File: src/rtl/time_gen.sv
// Alarm-clock timebase. Divides clk into a 1 Hz strobe (one_sec) and a 1/60 Hz strobe (one_min).
// fast_watch makes one_min fire on every one_sec strobe for demonstration.
module time_gen #(
    parameter int CLK_PER_SEC = 256,
    parameter int SEC_PER_MIN = 60
) (
    input  logic clk,
    input  logic reset,
    input  logic reset_count,
    input  logic fast_watch,
    output logic one_min,
    output logic one_sec
);

    localparam int CNT_W = $clog2(CLK_PER_SEC);
    localparam int SEC_W = $clog2(SEC_PER_MIN);
    localparam logic [CNT_W-1:0] CNT_LAST = CNT_W'(CLK_PER_SEC - 1);
    localparam logic [SEC_W-1:0] SEC_LAST = SEC_W'(SEC_PER_MIN - 1);

    logic [CNT_W-1:0] cnt;
    logic [SEC_W-1:0] sec;
    logic             cnt_term;
    logic             sec_term;

    assign cnt_term = (cnt == CNT_LAST);
    assign sec_term = (sec == SEC_LAST);

    // NOTE: non-blocking assignments so every update on this edge sees the pre-edge cnt/sec.
    always_ff @(posedge clk or negedge reset) begin
        if (!reset) begin
            cnt     <= '0;
            sec     <= '0;
            one_sec <= 1'b0;
            one_min <= 1'b0;
        end else if (reset_count) begin
            cnt     <= '0;
            sec     <= '0;
            one_sec <= 1'b0;
            one_min <= 1'b0;
        end else begin
            cnt     <= cnt_term ? '0 : cnt + 1'b1;
            one_sec <= cnt_term;
            // fast_watch only matters on the terminal-count edge, so mid-second toggles cannot glitch.
            one_min <= cnt_term && (fast_watch || sec_term);
            if (cnt_term) begin
                sec <= sec_term ? '0 : sec + 1'b1;
            end
        end
    end

endmodule

File: config.mk
export PLATFORM = sky130hd
export DESIGN_NAME = time_gen
export DESIGN_NICKNAME = d
export VERILOG_FILES = /design/src/rtl/time_gen.sv
export SDC_FILE = /design/constraint.sdc
export NUM_CORES = 1
export LEC_CHECK = 0
export ABC_AREA = 1
export BUFFER_PORTS_ARGS = -buffer_cell sky130_fd_sc_hd__buf_4
export CELL_PAD_IN_SITES_DETAIL_PLACEMENT = 0
export CELL_PAD_IN_SITES_GLOBAL_PLACEMENT = 1
export CORE_MARGIN = 5
export CORE_UTILIZATION = 43
export CTS_CLUSTER_SIZE = 12
export DETAILED_ROUTE_END_ITERATION = 10
export GPL_ROUTABILITY_DRIVEN = 1
export PLACE_DENSITY_LB_ADDON = 0.1
export SLEW_MARGIN = 20
export SYNTH_ARGS = -nofsm -noshare
export SYNTH_HDL_FRONTEND = slang
export SYNTH_SLANG_ARGS = --single-unit
export TNS_END_PERCENT = 50
File: constraint.sdc
create_clock -name clk -period 1.8 [get_ports clk]
set_clock_uncertainty 0.15 [all_clocks]
set_input_delay 0.54 -clock clk [delete_from_list [all_inputs] [get_ports clk]]
set_output_delay 0.54 -clock clk [all_outputs]
set_load 0.01 [all_outputs]
==> reports/results.ini <==
[outcome]
outcome=finished, final reports clean

[grt]
grt_use_met1_pct=17.46
grt_overflow=0
grt_pass1_wl_mm=2.580
top_usage_layer=met2
grt_use_met2_pct=18.60
antenna_found_initial=0
grt_use_total_pct=12.86
grt_max_degree=17
grt_pass1_vias=606
gr-usage-met3_pct=3.419

[yosys]
ys_types=20
yosysTopAreaCell=dfrtp_1
syn_nets=95
syn_area_um2=785.8
yosysWarnings=0
ys_seq_elements=16
syn_area_per_cell_um2=8.829
syn_inst=89
synth_seq_area_share_pct=50.96
yosys-top-cells-area=dfrtp_1, nand2_1, nand3_1
synth_top_area_share_pct=50.96

[worst_setup_path]
critPathLaunchType=register
worstPathRequired_ns=1.86
r2r_slack_ns=0.29
crit_path_end_kind=register
worstPathArrival_ns=1.57
cp_max_fo=6
crit_type=register to register

[place]
place_inst=119
gp_congestion=0.7526
dp_worst_setup_slack_ns=0.2940
dpl.hpwl_mm=1.032
io_buffer_count=5

[floorplanning]
coreArea_um2=1727
die_h_um=52.75
start_util_pct=45.51
io_pins=6
rows=15
dieArea_um2=2782
die_w_um=52.75

[job]
drv_cap=0

[route]
avgRoutedWirePerCell_um=11.22
drc=0
drtPass1Iterations=4
antenna_left=0
via_count=602
drt_iter0_drc=9
vias_per_cell=4.894
wirelength_mm=1.380

[power_and_ir_drop]
ir_worst_vdd_mv=0.3063
p_leak_nw=0.4623
power_uw=583.6
power.density_nw_per_um2=657.8

[timing]
tightest_slew_ns=0.3150
min_period_ns=1.514
setup-violations-final=0
setup_slack_ns=0.2861
hold_viol=0
drv_slew=0
grt_setup_unrepaired=false
slew_headroom_pct=78.92
max_freq_mhz=660.6
fin_tns_setup_ns=0
finalCritPeriodShare_pct=84.10

[final_layout]
nNetsFinal=106
fin_cells=123
n_antenna_cell=0
drive_above_1_share_pct=13.27
syn_to_final_growth_pct=12.90

[clock_network]
cts_made_buffers=3
cts_buffer_depth=2
cts.reportedPaths.clkPinSlew_ns=0.09
root_buffer=clkbuf_4
cts_setup_buffers=0
cts.sinks=16
cts_tree=done
htree_levels=1
clk_latency_ns=0.28
cts_resized=0

[worst_hold_path]
hold_path_class=register to register

## stage by stage
| stage | hold WS, ns | utilization [%] | cell area (um2) |
|---|---|---|---|
| after floorplan | 0.09441 | - | 785.8 |
| after global placement | 0.2595 | 49.49 | 854.6 |
| after detailed placement | 0.2613 | 49.49 | 854.6 |
| after CTS | 0.3115 | 51.38 | 887.1 |
| after global routing | 0.3140 | 51.38 | 887.1 |
| final | 0.3099 | 51.38 | 887.1 |
## metal layers
metal,routed length [um],vias up
met2,602,11
met3,44,4
met1,709,274
met5,0,-
met4,23,0
li1,-,313
## logic make-up (layout without fill, tap and decap cells)
kind of cell / count (synthesis) / in the layout / synth area share (%)
flops: 16 / 16 / 50.95
compound gates: 8 / 8 / 5.732
buf+inv: 9 / 18 / 4.299
fa+ha+maj: 2 / 2 / 3.184
xor+xnor: 4 / 4 / 4.458
simple gates: 50 / 50 / 31.37
## cell usage in the layout, fill, tap and decap left out, types with 2 or more instances in the layout
cell	netlist	routed
clkbuf_4	0	3
nand2_1	16	16
buf_4	0	5
nor2_1	12	12
nand3_1	11	11
dfrtp_1	16	16
ha_1	2	2
o21ai_1	2	2
and3_1	2	2
xor2_1	4	4
inv_1	9	9
nor3_1	2	2
nor2_2	2	2
a21oi_1	3	3
## cell usage after synthesis, drive strengths merged
cell and instances:
a21oi 3, and3 2, dfrtp 16, ha 2, inv 9, nand2 17, nand3 11, nand4 1
nor2 15, nor3 2, nor3b 1, o21a 1, o21ai 3, o21bai 1, or2 1, xor2 4
## power breakdown
| group | switching [mW] | total (mW) | internal, mW |
|---|---|---|---|
| Clock | 0.108 | 0.186 | 0.0778 |
| Combinational | 0.0199 | 0.0303 | 0.0104 |
| Sequential | 0.00313 | 0.368 | 0.364 |
| Total | 0.131 | 0.584 | 0.453 |
## cell type report
class	instances	area (um2)
clock buffer	3	22.52
sequential	16	400.4
inverter	9	33.78
timing repair buffer	6	47.55
multi-input combinational	64	351.6
tap	25	31.28
fill	178	839.6
## flip-flops by register name, summed over array words and instances, names as in the netlist
register  flops
cnt           8
sec           6
one_min       1
one_sec       1
## final timing paths
path                                   from  depth (start not counted)            endpoint
max                        cnt[0]$_DFF_PN0_                          6    cnt[7]$_DFF_PN0_
min                        cnt[0]$_DFF_PN0_                          1    cnt[0]$_DFF_PN0_
max reg2reg                cnt[0]$_DFF_PN0_                          6    cnt[7]$_DFF_PN0_
min reg2reg                cnt[0]$_DFF_PN0_                          1    cnt[0]$_DFF_PN0_
max in group asynchronous             reset                          2  sec[3]$_DFFE_PN0P_
min in group asynchronous             reset                          2  sec[5]$_DFFE_PN0P_
## critical path, stage by stage, from the launching register on
cell and delay (ns):
dfrtp_1 0.40, ha_1 0.21, nand2_1 0.12, nor2_2 0.06, nand2_4 0.12, nand2_1 0.16, nor3_1 0.21
## repair_timing
action | CTS | global route
endpoints found under the setup margin | 0 | 0
hold buffers | 1 | 0
endpoints found under the hold margin | 16 | 0
Note: power is estimated with default switching activity, not from simulation.
